File: src/rtl/hazard_ctrl_pkg.sv
// ----------------------------------------------------------------------------
// hazard_pkg
//   Shared types for the pipeline hazard controller.
//   fwd_sel_t     : execute-stage operand source select
//                   (register file, writeback result, memory-stage result)
//   redir_state_t : redirect window state machine encoding
// ----------------------------------------------------------------------------
package hazard_pkg;

   typedef enum logic [1:0] {
      FWD_RF = 2'b00,
      FWD_W  = 2'b01,
      FWD_M  = 2'b10
   } fwd_sel_t;

   typedef enum logic {
      IDLE  = 1'b0,
      REDIR = 1'b1
   } redir_state_t;

endpackage

File: src/rtl/hazard_ctrl_if.sv
// ----------------------------------------------------------------------------
// hazard_ctrl_if
//   Bundles the pipeline-side signals of the hazard controller.
//   Inputs to the controller : decode sources/uses, execute sources and
//                              destination info, memory/writeback destinations,
//                              taken-redirect strobe.
//   Outputs of the controller: stall/flush controls, forwarding selects,
//                              debug event counters and redirect-busy flag.
//   master : pipeline side (drives hazard inputs, consumes controls)
//   slave  : hazard controller
// ----------------------------------------------------------------------------
interface hazard_ctrl_if
   import hazard_pkg::*;
#(
   parameter int M     = 4,
   parameter int CNT_W = 16
);
   logic [M-1:0]     srcA_D;
   logic [M-1:0]     srcB_D;
   logic             useA_D;
   logic             useB_D;
   logic [M-1:0]     srcA_E;
   logic [M-1:0]     srcB_E;
   logic [M-1:0]     regScr_E;
   logic             regw_E;
   logic             regmem_E;
   logic             pcload_E;
   logic [M-1:0]     regScr_M;
   logic             regw_M;
   logic [M-1:0]     regScr_W;
   logic             regw_W;

   logic             stall_F;
   logic             stall_D;
   logic             flush_D;
   logic             flush_E;
   fwd_sel_t         fwdA_E;
   fwd_sel_t         fwdB_E;
   logic [CNT_W-1:0] stall_cnt;
   logic [CNT_W-1:0] flush_cnt;
   logic             busy;

   modport master (
      output srcA_D, srcB_D, useA_D, useB_D,
      output srcA_E, srcB_E, regScr_E, regw_E, regmem_E, pcload_E,
      output regScr_M, regw_M, regScr_W, regw_W,
      input  stall_F, stall_D, flush_D, flush_E, fwdA_E, fwdB_E,
      input  stall_cnt, flush_cnt, busy
   );

   modport slave (
      input  srcA_D, srcB_D, useA_D, useB_D,
      input  srcA_E, srcB_E, regScr_E, regw_E, regmem_E, pcload_E,
      input  regScr_M, regw_M, regScr_W, regw_W,
      output stall_F, stall_D, flush_D, flush_E, fwdA_E, fwdB_E,
      output stall_cnt, flush_cnt, busy
   );

endinterface

File: src/rtl/hazard_ctrl_sat_counter.sv
// ----------------------------------------------------------------------------
// sat_counter
//   Event counter that saturates at all-ones and holds until reset.
//   clk   : clock
//   rst   : asynchronous active-low reset (clears count)
//   inc   : count one event this cycle
//   count : current count
// ----------------------------------------------------------------------------
module sat_counter #(
   parameter int W = 16
) (
   input  logic         clk,
   input  logic         rst,
   input  logic         inc,
   output logic [W-1:0] count
);

   logic [W-1:0] count_reg;

   always_ff @(posedge clk or negedge rst) begin
      if (!rst) begin
         count_reg <= '0;
      end else if (inc && (count_reg != {W{1'b1}})) begin
         count_reg <= count_reg + 1'b1;
      end
   end

   assign count = count_reg;

endmodule

File: src/rtl/hazard_ctrl.sv
// ----------------------------------------------------------------------------
// hazard_ctrl
//   Pipeline hazard controller: load-use stall, taken-redirect flush with a
//   FLUSH_CYC-cycle flush_D window, execute-stage forwarding selects and
//   saturating debug counters.
//   clk : clock
//   rst : asynchronous active-low reset
//   hz  : hazard interface (slave side), see hazard_ctrl_if
// All controls are combinational (zero-cycle response); only the redirect
// window state, busy and the counters are registered.
// ----------------------------------------------------------------------------
module hazard_ctrl
   import hazard_pkg::*;
#(
   parameter int M         = 4,
   parameter int FLUSH_CYC = 2,
   parameter int CNT_W     = 16
) (
   input  logic         clk,
   input  logic         rst,
   hazard_ctrl_if.slave hz
);

   // Window counter only needs to hold FLUSH_CYC-1.
   localparam int WIN_W = (FLUSH_CYC > 1) ? $clog2(FLUSH_CYC) : 1;

   redir_state_t     state_reg;
   logic [WIN_W-1:0] win_cnt_reg;
   logic             busy_reg;

   logic lu;
   logic redir_take;
   logic in_redir;
   logic stall;

   // Load-use: every index compares, register 0 included.
   assign lu = hz.regw_E & hz.regmem_E &
               ((hz.useA_D & (hz.srcA_D == hz.regScr_E)) |
                (hz.useB_D & (hz.srcB_D == hz.regScr_E)));

   assign redir_take = (state_reg == IDLE) & hz.pcload_E;
   assign in_redir   = (state_reg == REDIR);

   // A taken redirect wins over load-use: the stalled instruction is on the
   // wrong path. Gated by rst so reset never shows a stall.
   assign stall = lu & ~redir_take & ~in_redir & rst;

   assign hz.stall_F = stall;
   assign hz.stall_D = stall;
   assign hz.flush_D = redir_take | in_redir | ~rst;
   assign hz.flush_E = redir_take | stall | ~rst;
   assign hz.busy    = busy_reg;

   // Redirect window FSM. pcload_E in REDIR is deliberately ignored.
   always_ff @(posedge clk or negedge rst) begin
      if (!rst) begin
         state_reg   <= IDLE;
         win_cnt_reg <= '0;
         busy_reg    <= 1'b0;
      end else begin
         case (state_reg)
            IDLE: begin
               if (hz.pcload_E && (FLUSH_CYC > 1)) begin
                  state_reg   <= REDIR;
                  win_cnt_reg <= WIN_W'(FLUSH_CYC - 1);
                  busy_reg    <= 1'b1;
               end
            end
            REDIR: begin
               win_cnt_reg <= win_cnt_reg - 1'b1;
               if (win_cnt_reg == WIN_W'(1)) begin
                  state_reg <= IDLE;
                  busy_reg  <= 1'b0;
               end
            end
            default: begin
               state_reg   <= IDLE;
               win_cnt_reg <= '0;
               busy_reg    <= 1'b0;
            end
         endcase
      end
   end

   // Forwarding: memory stage holds the newer value, so it has priority.
   logic [M-1:0] src_e [2];
   fwd_sel_t     fwd_e [2];

   assign src_e[0] = hz.srcA_E;
   assign src_e[1] = hz.srcB_E;

   genvar gi;
   generate
      for (gi = 0; gi < 2; gi++) begin : g_fwd
         always_comb begin
            fwd_e[gi] = FWD_RF;
            if (rst) begin
               if (hz.regw_M && (hz.regScr_M == src_e[gi])) begin
                  fwd_e[gi] = FWD_M;
               end else if (hz.regw_W && (hz.regScr_W == src_e[gi])) begin
                  fwd_e[gi] = FWD_W;
               end
            end
         end
      end
   endgenerate

   assign hz.fwdA_E = fwd_e[0];
   assign hz.fwdB_E = fwd_e[1];

   sat_counter #(.W(CNT_W)) u_stall_cnt (
      .clk   (clk),
      .rst   (rst),
      .inc   (stall),
      .count (hz.stall_cnt)
   );

   sat_counter #(.W(CNT_W)) u_flush_cnt (
      .clk   (clk),
      .rst   (rst),
      .inc   (redir_take),
      .count (hz.flush_cnt)
   );

endmodule
File: src/flat_wrapper.sv
// flat-port wrapper written by rule: the top's interface ports become plain ports
module hazard_ctrl_flat import hazard_pkg::*;
#(
   parameter int M         = 4,
   parameter int FLUSH_CYC = 2,
   parameter int CNT_W     = 16
)
  (clk, rst, hz_srcA_D, hz_srcB_D, hz_useA_D, hz_useB_D, hz_srcA_E, hz_srcB_E, hz_regScr_E, hz_regw_E, hz_regmem_E, hz_pcload_E, hz_regScr_M, hz_regw_M, hz_regScr_W, hz_regw_W, hz_stall_F, hz_stall_D, hz_flush_D, hz_flush_E, hz_fwdA_E, hz_fwdB_E, hz_stall_cnt, hz_flush_cnt, hz_busy);
  hazard_ctrl_if #(.M(M), .CNT_W(CNT_W)) hz_i ();
  input  logic clk;
  input  logic rst;
  input wire logic [$bits(hz_i.srcA_D)-1:0] hz_srcA_D;
  input wire logic [$bits(hz_i.srcB_D)-1:0] hz_srcB_D;
  input wire logic [$bits(hz_i.useA_D)-1:0] hz_useA_D;
  input wire logic [$bits(hz_i.useB_D)-1:0] hz_useB_D;
  input wire logic [$bits(hz_i.srcA_E)-1:0] hz_srcA_E;
  input wire logic [$bits(hz_i.srcB_E)-1:0] hz_srcB_E;
  input wire logic [$bits(hz_i.regScr_E)-1:0] hz_regScr_E;
  input wire logic [$bits(hz_i.regw_E)-1:0] hz_regw_E;
  input wire logic [$bits(hz_i.regmem_E)-1:0] hz_regmem_E;
  input wire logic [$bits(hz_i.pcload_E)-1:0] hz_pcload_E;
  input wire logic [$bits(hz_i.regScr_M)-1:0] hz_regScr_M;
  input wire logic [$bits(hz_i.regw_M)-1:0] hz_regw_M;
  input wire logic [$bits(hz_i.regScr_W)-1:0] hz_regScr_W;
  input wire logic [$bits(hz_i.regw_W)-1:0] hz_regw_W;
  output wire logic [$bits(hz_i.stall_F)-1:0] hz_stall_F;
  output wire logic [$bits(hz_i.stall_D)-1:0] hz_stall_D;
  output wire logic [$bits(hz_i.flush_D)-1:0] hz_flush_D;
  output wire logic [$bits(hz_i.flush_E)-1:0] hz_flush_E;
  output wire logic [$bits(hz_i.fwdA_E)-1:0] hz_fwdA_E;
  output wire logic [$bits(hz_i.fwdB_E)-1:0] hz_fwdB_E;
  output wire logic [$bits(hz_i.stall_cnt)-1:0] hz_stall_cnt;
  output wire logic [$bits(hz_i.flush_cnt)-1:0] hz_flush_cnt;
  output wire logic [$bits(hz_i.busy)-1:0] hz_busy;
  assign hz_i.srcA_D = hz_srcA_D;
  assign hz_i.srcB_D = hz_srcB_D;
  assign hz_i.useA_D = hz_useA_D;
  assign hz_i.useB_D = hz_useB_D;
  assign hz_i.srcA_E = hz_srcA_E;
  assign hz_i.srcB_E = hz_srcB_E;
  assign hz_i.regScr_E = hz_regScr_E;
  assign hz_i.regw_E = hz_regw_E;
  assign hz_i.regmem_E = hz_regmem_E;
  assign hz_i.pcload_E = hz_pcload_E;
  assign hz_i.regScr_M = hz_regScr_M;
  assign hz_i.regw_M = hz_regw_M;
  assign hz_i.regScr_W = hz_regScr_W;
  assign hz_i.regw_W = hz_regw_W;
  assign hz_stall_F = hz_i.stall_F;
  assign hz_stall_D = hz_i.stall_D;
  assign hz_flush_D = hz_i.flush_D;
  assign hz_flush_E = hz_i.flush_E;
  assign hz_fwdA_E = hz_i.fwdA_E;
  assign hz_fwdB_E = hz_i.fwdB_E;
  assign hz_stall_cnt = hz_i.stall_cnt;
  assign hz_flush_cnt = hz_i.flush_cnt;
  assign hz_busy = hz_i.busy;
  hazard_ctrl #(.M(M), .FLUSH_CYC(FLUSH_CYC), .CNT_W(CNT_W)) u_core (.clk(clk), .rst(rst), .hz(hz_i));
endmodule
File: config.mk
export PLATFORM = sky130hd
export DESIGN_NAME = hazard_ctrl_flat
export DESIGN_NICKNAME = d
export VERILOG_FILES = /design/src/rtl/hazard_ctrl_pkg.sv /design/src/rtl/hazard_ctrl_if.sv /design/src/rtl/hazard_ctrl_sat_counter.sv /design/src/rtl/hazard_ctrl.sv /design/src/flat_wrapper.sv
export SDC_FILE = /design/constraint.sdc
export NUM_CORES = 1
export LEC_CHECK = 0
export ABC_AREA = 1
export CORE_MARGIN = 5
export CORE_UTILIZATION = 40
export CTS_CLUSTER_SIZE = 12
export DETAILED_ROUTE_END_ITERATION = 8
export HOLD_SLACK_MARGIN = 0.12
export PLACE_DENSITY_LB_ADDON = 0.2
export SYNTH_ARGS = -nofsm -noshare
export SYNTH_HDL_FRONTEND = slang
export SYNTH_SLANG_ARGS = --single-unit
File: constraint.sdc
create_clock -name clk -period 2.14 [get_ports clk]
set_input_delay 0.428 -clock clk [delete_from_list [all_inputs] [get_ports clk]]
set_output_delay 0.428 -clock clk [all_outputs]
set_load 0.1 [all_outputs]
==> results by stage, run 1 <==
Outcome:
- The run finished with clean final reports.

Final layout:
- For this run, the share of the core covered by cells in the final layout is 60.8%.
- The final layout contains 468 nets.
- The synthesis-to-finish area growth is 49.1%.
- Summing all non-filler instances in the final layout gives an area of 3550 µm².
- The fraction of layout cells with a size suffix above 1 is 25.1%.
- The number of antenna diodes in the final layout is 0.

Setup path:
- The number of buffers and inverters on the critical path is 2.
- Broken down by cell family, the worst path's largest delay share belongs to buffers and inverters.
- The worst register-to-register path has a setup slack of 490 ps.
- The cell type of the slowest stage on the worst timing path is sky130_fd_sc_hd__clkdlybuf4s50_1.
- The worst register-to-register path ends at u_core.u_flush_cnt.count[3]$_DFFE_PN0P_.
- STA classifies the critical path endpoint as a primary output.
- The data required time of the worst path is 1710 ps.
- The count of cell instances traversed by the critical path is 6.
- Walking the worst path, the cells encountered are clkdlybuf4s50_1 -> o21ai_1 -> nor2_1 -> o2111ai_2 -> nor2_2 -> buf_12.
- The worst-path maximum fanout is 2.
- The worst register-to-register path has a depth of 8.
- The largest incremental delay on the critical path is 500 ps.
- The worst reg2reg path startpoint is u_core.u_flush_cnt.count[0]$_DFFE_PN0P_.
- The data arrival time of the worst path is 1620 ps.
- STA classifies the critical path startpoint as an input port.
- The type of the worst setup path is in -> out.

Die:
- The area of the core is about 5900 µm².
- 78 I/O pins were placed.
- The die is a little under 90 µm tall.
- The row count is 28.
- The die boundary width is 87.2 µm.
- The die area is approximately 7600 µm².
- The starting density of the core is 40.7%.

Timing:
- On the final layout, the worst hold slack is ~270 ps.
- The headroom to the max-slew limit is 69.4%.
- The final-report max-slew violation count came to 0.
- The share of the cycle needed by the critical path after routing is 95.5%.
- At the pin with the least slew margin, the transition time is about 460 ps.
- The count of final setup violators is 0.
- The hold violation total from the final report came to 0.
- The summed negative setup slack over all endpoints is 0 ps.
- The worst path in the final design needs a cycle of 2040 ps, including I/O delays and setup.
- Setup repair after global routing left no endpoint under its margin.
- The largest clock skew in the final design is 7.63 ps.
- The achievable clock frequency is 489 MHz.

Clock tree:
- The number of buffers between clock root and the deepest sink is 2.
- The clock-pin slew of the registers on the worst-case setup and hold paths is approximately 70 ps.
- The cell at the root of the clock tree is sky130_fd_sc_hd__clkbuf_8.
- Clock tree synthesis found a total of 35 sinks.
- The maximum level of the CTS H-tree is 2.
- At the later pin of the worst-skew pair, clock insertion delay measures 290 ps.
- Buffers inserted during clock tree synthesis total 5.
- The TritonCTS clock tree is yes.
- After clock tree synthesis, the flow added hold-fix buffers numbering 0.

Pwr:
- Across the VDD grid, the largest voltage drop is 824 µV.
- The cell internal power dissipation is 0.00144 W.
- The switching fraction of total power is 45.2%.
- The clock network power share is 24.1%.
- Sequential cells account for between 30% and 40% of the total power.
- Summed over all cells, the static leakage comes to 1.93 nW.
- The share of total power in combinational logic is 43.4%.
- For this design the total switching power over the nets is between 0.001 and 0.0015 W.
- Power spread over the standard cell area amounts to roughly 740 nW/µm².

Global routing:
- Entering global routing, the biggest net connects 36 pins.
- The first-pass GRT wire length is around 10 mm.
- For this run, the total global-route usage over all layers was measured as between 10% and 20%.
- The number of global-route vias before repair is 2275.
- After global routing the overflow that remains totals 0.
- The number of antenna violations at the first check in global routing came to 0.

Logic synthesis:
- The sequential-to-total area share from yosys stat is 36.7%.
- The number of distinct library cell variants in the gate-level netlist after synthesis is 31.
- The summed instance area of the synthesized netlist is 2380 µm².
- The primary flip-flop cell chosen by synthesis mapping is sky130_fd_sc_hd__dfrtp_1.
- The total of flip-flops plus latches after synthesis is 35.
- The number of nets in the synthesized netlist is ~370.
- The number of synthesized flops with an enable pin is 0.
- The synthesized netlist cell count is 335.
- In the synthesized netlist the async set-or-reset flop fraction comes to 100%.
- For this run, the number of Yosys warnings is 0.
- The synthesized area per cell is 7.12 µm².

Detailed routing:
- Detailed routing inserted a total of 2364 vias.
- After detailed routing, the average wire length per cell comes to 12.1 µm.
- The number of routed nets with antenna violations is 0.
- The overall routed net length is 6.11 mm.
- The number of detailed-route iterations in the first pass is 4.
- After detailed routing, the number of remaining DRC violations is 0.
- The starting DRC count in detailed routing is between 80 and 90.
- Dividing the detail-routed via count by the number of cells gives between 4 and 5.

Run:
- The max-cap violation count is 0.

Place:
- The number of input and output port buffers inserted is 77.
- The placed instance area is between 3000 and 4000 µm².
- Detailed placement ended at an HPWL of 4.87 mm.
- Routability-driven placement finished with a final weighted congestion of between 0.8 and 0.9.

Min path:
- The min-delay analysis places its worst path in the category in -> async.
==> metal layers <==
| metal | global-route usage [%] | part of all wire [%] | wire [µm] |
|---|---|---|---|
| met1 | 19.3 | 40 | 2440 |
| met2 | 30.6 | 52 | 3180 |
| met3 | 5.11 | 7.2 | 441 |
| met4 | 3.49 | 0.75 | 46 |
| met5 | 0 | 0 | 0 |
==> layout by cell type, fill, tap and decap left out, drive strengths merged, types with 5 or more instances in the layout <==
cell             n
nor2            51
buf             55
nor3             5
dfrtp           35
nand4            6
nand3           21
dlymetal6s2s    22
xnor2            9
o21ai           15
inv             50
clkbuf           6
nand2          109
clkdlybuf4s50    9
xor2            13
==> kinds of logic (layout without fill, tap and decap cells) <==
family,Yosys count,in the layout,share of synthesized area (%)
simple gates,197,197,37.1
buf+inv,54,149,9.50
flops,35,35,36.7
compound gates,25,25,7.24
xor+xnor,22,22,8.40
fa+ha+maj,2,2,1.05
==> power by group through the flow <==
stage               logic (W)  clock network (W)  registers, W
finish                0.00114           0.000632      0.000854
global route          0.00120           0.000671      0.000870
CTS                   0.00114           0.000643      0.000855
detailed placement    0.00114                  0      0.000868
global placement      0.00113                  0      0.000865
floorplan            0.000327                  0       0.00135
==> repair_timing <==
| item | 4_1_cts | 5_1_grt |
|---|---|---|
| pin swaps | 2 | 17 |
| setup buffers | 1 | 2 |
| endpoints found under the setup margin | 3 | 6 |
| hold endpoints to repair | 0 | 0 |
| gates resized for setup | 6 | 32 |
==> per-stage QoR <==
step / power [W] / setup slack (ps) / std cells
6_report: 0.00262 / 96.1 / 505
5_1_grt: 0.00274 / 18.0 / 505
4_1_cts: 0.00264 / 2.66 / 503
3_3_place_gp: 0.00199 / -3.55 / 494
3_5_place_dp: 0.00201 / -31.3 / 494
2_1_floorplan: 0.00168 / -193 / 335
==> Yosys cell counts, types with 2 or more instances <==
library cell,n,area (µm²)
sky130_fd_sc_hd__inv_1,49,184
sky130_fd_sc_hd__inv_2,2,7.51
sky130_fd_sc_hd__nor2_4,2,22.5
sky130_fd_sc_hd__o22ai_1,4,25.0
sky130_fd_sc_hd__ha_1,2,25.0
sky130_fd_sc_hd__nand3_1,18,90.1
sky130_fd_sc_hd__o21ai_0,6,30.0
sky130_fd_sc_hd__nor2_1,47,176
sky130_fd_sc_hd__nor2_2,2,12.5
sky130_fd_sc_hd__nand4_1,5,31.3
sky130_fd_sc_hd__nand3_2,2,20.0
sky130_fd_sc_hd__nor3_1,4,20.0
sky130_fd_sc_hd__xor2_1,12,105
sky130_fd_sc_hd__buf_4,2,15.0
sky130_fd_sc_hd__nand2_2,2,12.5
sky130_fd_sc_hd__dfrtp_1,35,876
sky130_fd_sc_hd__nand2_1,107,402
sky130_fd_sc_hd__a21oi_1,3,15.0
sky130_fd_sc_hd__xnor2_1,9,78.8
sky130_fd_sc_hd__o21ai_2,9,78.8
sky130_fd_sc_hd__nand3b_1,3,22.5
==> how the worst max path moves through the flow <==
stage | from | endpoint | slack (ps)
after floorplan | hz_regScr_M[0] | hz_fwdB_E[1] | -190
after global placement | hz_regScr_E[1] | hz_stall_D | -4
after detailed placement | hz_regScr_E[0] | hz_stall_D | -30
after CTS | hz_srcA_E[3] | hz_fwdA_E[0] | 3
after global routing | hz_regw_M | hz_fwdA_E[1] | 20
final | hz_regw_M | hz_fwdA_E[1] | 100
==> final cells by class <==
type                    instances  area, µm²
clock buffers                   6       82.6
clock inverters                 2       35.0
fillers                       534       2300
inverters                      51        195
multi-input cells             246       1340
flip-flops and latches         35        881
well taps                      75       93.8
repair buffers                 90        923
(Power assumes the default switching activity.)
==> inputs of run 2 (changes only) <==
--- a/config.mk
+++ b/config.mk
@@ -5,8 +5,7 @@
 export SDC_FILE = /design/constraint.sdc
 export NUM_CORES = 1
 export LEC_CHECK = 0
-export ABC_AREA = 1
-export CORE_MARGIN = 5
+export ABC_AREA = 0
 export CORE_UTILIZATION = 40
 export CTS_CLUSTER_SIZE = 12
 export DETAILED_ROUTE_END_ITERATION = 8
==> run 2 against run 1 <==
  * Critical path type is now reg -> out
  * Critical path depth down 1
  * Clock skew up 7.0 ps
  * Combinational power about the same
  * Synthesized cell count down 37%
  * The flow now finishes with violations (negative setup slack)
  * Largest cell class unchanged
  * First-iteration DRC count down 21%
  * Maximum frequency down 5.0%
  * Count of clock-buffer cells in the layout unchanged
==> results by stage, run 2 <==
Clock tree:
- The clock-pin slew of the registers on the worst-case setup and hold paths is 80 ps (about the same).
- The count of hold buffers inserted by post-cts repair was 0 (unchanged).
- The TritonCTS clock tree is yes.
- The maximum level of the CTS H-tree came to 2 (unchanged).
- The number of clock sinks came to 35 (unchanged).
- The clock latency at the later pin of the worst-skew pair came to 290 ps (about the same).
- The number of clock buffers inserted by TritonCTS is 5 (unchanged).
- The number of buffers between clock root and the deepest sink is 2 (unchanged).
- The tree is rooted in a sky130_fd_sc_hd__clkbuf_8.

Final layout:
- The final standard cell count with taps included and fillers excluded is 395 (-22%).
- The net total in the final layout is 363 (-22%).
- The total inserted antenna cells is 0 (unchanged).
- The end-of-flow core utilization came to 67.3% (+6.6 points).
- The most common library cell in the layout ignoring fill and taps is sky130_fd_sc_hd__buf_4.
- Compared with the post-synthesis result, the final layout area differs by 62.6%.
- The fraction of layout cells with a size suffix above 1 is 46.2% (+21 points).
- In the layout the commonest cells are sky130_fd_sc_hd__buf_4 (63), sky130_fd_sc_hd__dfrtp_2 (25), sky130_fd_sc_hd__xor2_1 (23), sky130_fd_sc_hd__dlygate4sd2_1 (23), sky130_fd_sc_hd__nand2_1 (17).

Pwr:
- The share of total power in combinational logic is 45.6% (+2.2 points).
- The total power divided by cell area is 734 nW/µm² (-0.59%).
- The worst-case vdd ir drop came to 1570 µV (+90%).
- The clock network power share is 18.8% (-5.3 points).
- The leakage power is 1.60 nW (-17%).
- The net switching component of the power came to 0.00117 W (-1.6%).
- The power share of the sequential group is 35.6% (+3.0 points).
- The cell internal power dissipation is 0.00134 W (-6.9%).
- The switching fraction of total power came to 46.6% (+1.4 points).

Setup path:
- The data arrival time of the worst path was 1720 ps (+100 ps).
- The type of the worst setup path is reg -> out.
- The type of origin of the critical path is a register.
- The data required time of the worst path is 1710 ps (about the same).
- The setup slack of the most critical reg-to-reg path is 220 ps (-270 ps).
- The worst-path maximum fanout came to 6 (+4).
- The worst reg2reg path startpoint is u_core.in_redir$_DFF_PN0_.
- STA classifies the critical path endpoint as a primary output.
- The startpoint of the most critical setup path is u_core.in_redir$_DFF_PN0_.

Detailed routing:
- The via count is 1915 (-19%).
- The wire length per cell is 12.8 µm (+6.0%).
- The number of routed nets with antenna violations is 0 (unchanged).
- The overall routed net length came to 5.06 mm (-17%).
- The starting DRC count in detailed routing is 64 (-21%).
- The number of detailed-route iterations in the first pass came to 4 (unchanged).
- The average via count per standard cell is 4.85 (+3.6%).
- The number of remaining DRC errors is 0 (unchanged).

Global routing:
- The number of antenna violations at the first check in global routing is 0 (unchanged).
- The first-pass GRT wire length is 8.33 mm (-18%).
- The leftover overflow at the end of global routing is 0 (unchanged).
- The pin count of the biggest net entering global routing was 24 (-33%).
- The overall fraction of global-route tracks in use is 19.7% (+2.9 points).
- The number of global-route vias before repair was 1778 (-22%).

Die:
- The die boundary width is 74.5 µm (-15%).
- The die area is 5550 µm² (-27%).
- The row count is 26 (-7.1%).
- The number of ports placed on the die boundary is 78 (unchanged).
- The starting density of the core was 41.4% (+0.66 points).
- The area of the core came to 5070 µm² (-13%).
- The y dimension of the die is 74.5 µm (-15%).

Timing:
- The count of final setup violators is 2 (+2).
- The headroom to the max-slew limit is 74.2% (+4.9 points).
- The final-report max-slew violation count was 0 (unchanged).
- The hold violation total from the final report is 0 (unchanged).
- The achievable clock frequency is 465 MHz (-5.0%).
- The largest clock skew in the final design is 14.6 ps (+6.98 ps).
- The worst-margin pin slew was 382 ps (-76.8 ps).
- The post-layout worst setup margin came to -12.2 ps (-108 ps).
- Setup repair after global routing could not meet its margin everywhere.
- The share of the cycle needed by the critical path after routing is 101% (+5.1 points).
- The smallest hold slack is 209 ps (-62.3 ps).
- The final period demand of the worst path was 2150 ps (+108 ps).
- The summed negative setup slack over all endpoints is -21.4 ps (-21.4 ps).

Logic synthesis:
- For this run, the leading register cell type out of synthesis is sky130_fd_sc_hd__dfrtp_1.
- The number of distinct library cell variants in the gate-level netlist after synthesis came to 39 (+26%).
- The summed instance area of the synthesized netlist is 2100 µm² (-12%).
- The synthesized netlist cell count is 212 (-37%).
- Yosys attributes the largest share of cell area to sky130_fd_sc_hd__dfrtp_1 (42%), sky130_fd_sc_hd__xor2_1 (11%), sky130_fd_sc_hd__xnor2_1 (7.9%).
- The number of nets in the synthesized netlist is 251 (-33%).
- The async set-or-reset flop fraction in the synthesized netlist is 100% (unchanged).
- The synthesized area per cell was 9.91 µm² (+39%).
- The number of warning messages in the yosys log was 0 (unchanged).
- The total of flip-flops plus latches after synthesis is 35 (unchanged).
- The area fraction of the dominant cell type after synthesis is 41.7% (+4.9 points).
- Of all cell types, the one taking the most synthesized area is sky130_fd_sc_hd__dfrtp_1.
- The cell with the most instances after synthesis is sky130_fd_sc_hd__dfrtp_1.
- After synthesis, the most frequently instantiated cells are sky130_fd_sc_hd__dfrtp_1 (35), sky130_fd_sc_hd__xor2_1 (26), sky130_fd_sc_hd__xnor2_1 (19).
- The number of synthesized flops with an enable pin was 0 (unchanged).
- The sequential-to-total area share from yosys stat is 41.7% (+4.9 points).

Outcome:
- The run finished, with violations left.
- The final reports fail on negative setup slack.

Run:
- The max-cap violation count is 0 (unchanged).

Place:
- The weighted congestion reported at the end of routability-driven placement is 0.811 (-2.2%).
- The number of input and output port buffers inserted is 77 (unchanged).
- The worst setup slack before clock tree synthesis was -266 ps (-235 ps).
- The cell total after placement is 381 (-23%).
- The post-DP HPWL is 3.79 mm (-22%).

Min path:
- The worst hold-check path type is in -> async.
run 2: changes by cell type after synthesis, moves of 6 or more:
| cell | before | now |
|---|---|---|
| sky130_fd_sc_hd__xnor2_1 | 9 | 19 |
| sky130_fd_sc_hd__nand2_1 | 107 | 17 |
| sky130_fd_sc_hd__o21ai_2 | 9 | 1 |
| sky130_fd_sc_hd__nor2_1 | 47 | 16 |
| sky130_fd_sc_hd__xor2_1 | 12 | 26 |
| sky130_fd_sc_hd__nand2b_1 | 0 | 8 |
| sky130_fd_sc_hd__inv_1 | 49 | 4 |
| sky130_fd_sc_hd__and3_1 | 0 | 6 |
run 2: worst paths after layout:
| check | endpoint | cells after the start |
|---|---|---|
| hold / removal | u_core.u_stall_cnt.count[8]$_DFFE_PN0P_ | 2 |
| min in group clk | u_core.u_stall_cnt.count[11]$_DFFE_PN0P_ | 1 |
| setup reg to reg | u_core.u_stall_cnt.count[4]$_DFFE_PN0P_ | 9 |
| max in group asynchronous | u_core.u_flush_cnt.count[11]$_DFFE_PN0P_ | 3 |
| hold reg to reg | u_core.u_stall_cnt.count[11]$_DFFE_PN0P_ | 1 |
| setup / recovery | hz_stall_F | 5 |
run 2: metal layers:
metal	global-route usage, %	up-vias	wire, µm
met5	0	-	0
met4	5.66	0	43
met3	3.66	5	243
met2	33.6	52	2520
met1	25.6	902	2250
li1	-	956	-
run 2: cell families (layout without fill, tap and decap cells):
logic type      after synthesis  after routing  share of synthesized area [%]
mux                           4              4                           2.26
compound gates               15             15                           4.23
flops                        35             35                           41.7
fa+ha+maj                     2              2                           1.19
xor+xnor                     45             45                           18.8
buf+inv                       6            119                           1.61
simple gates                105            105                           30.3
run 2: repair_timing:
action                                  CTS  global route
gates cloned                              0             0
endpoints found under the setup margin    7             5
resized for setup                        52            16
setup buffers                             5             1
pin swaps                                21             9
run 2: area by class of cell:
class	instances	area, µm²
clock buffers	6	72.6
inverters	4	15.0
fillers	432	1660
multi-input cells	171	1370
repair buffers	107	943
well taps	70	87.6
flip-flops and latches	35	915
clock inverters	2	12.5
run 2: power by group through the flow:
stage	logic, W	clock network [W]	registers, W
after floorplan	0.000279	0	0.00139
after global placement	0.00112	0	0.000902
after detailed placement	0.00113	0	0.000899
after CTS	0.00114	0.000490	0.000891
after global routing	0.00120	0.000524	0.000909
final	0.00114	0.000471	0.000891
run 2: metrics by stage:
stage	area, µm²	total power (W)
global route	3420	0.00263
floorplan	2180	0.00167
detailed placement	3190	0.00203
finish	3420	0.00251
global placement	3190	0.00202
CTS	3390	0.00252
run 2: critical path: stages, from the launching register on:
cell                      delay (ps)
sky130_fd_sc_hd__dfrtp_2         450
sky130_fd_sc_hd__nor2_4          120
sky130_fd_sc_hd__nand4_4         140
sky130_fd_sc_hd__nor4_4          330
sky130_fd_sc_hd__or2_4           210
sky130_fd_sc_hd__buf_12          180
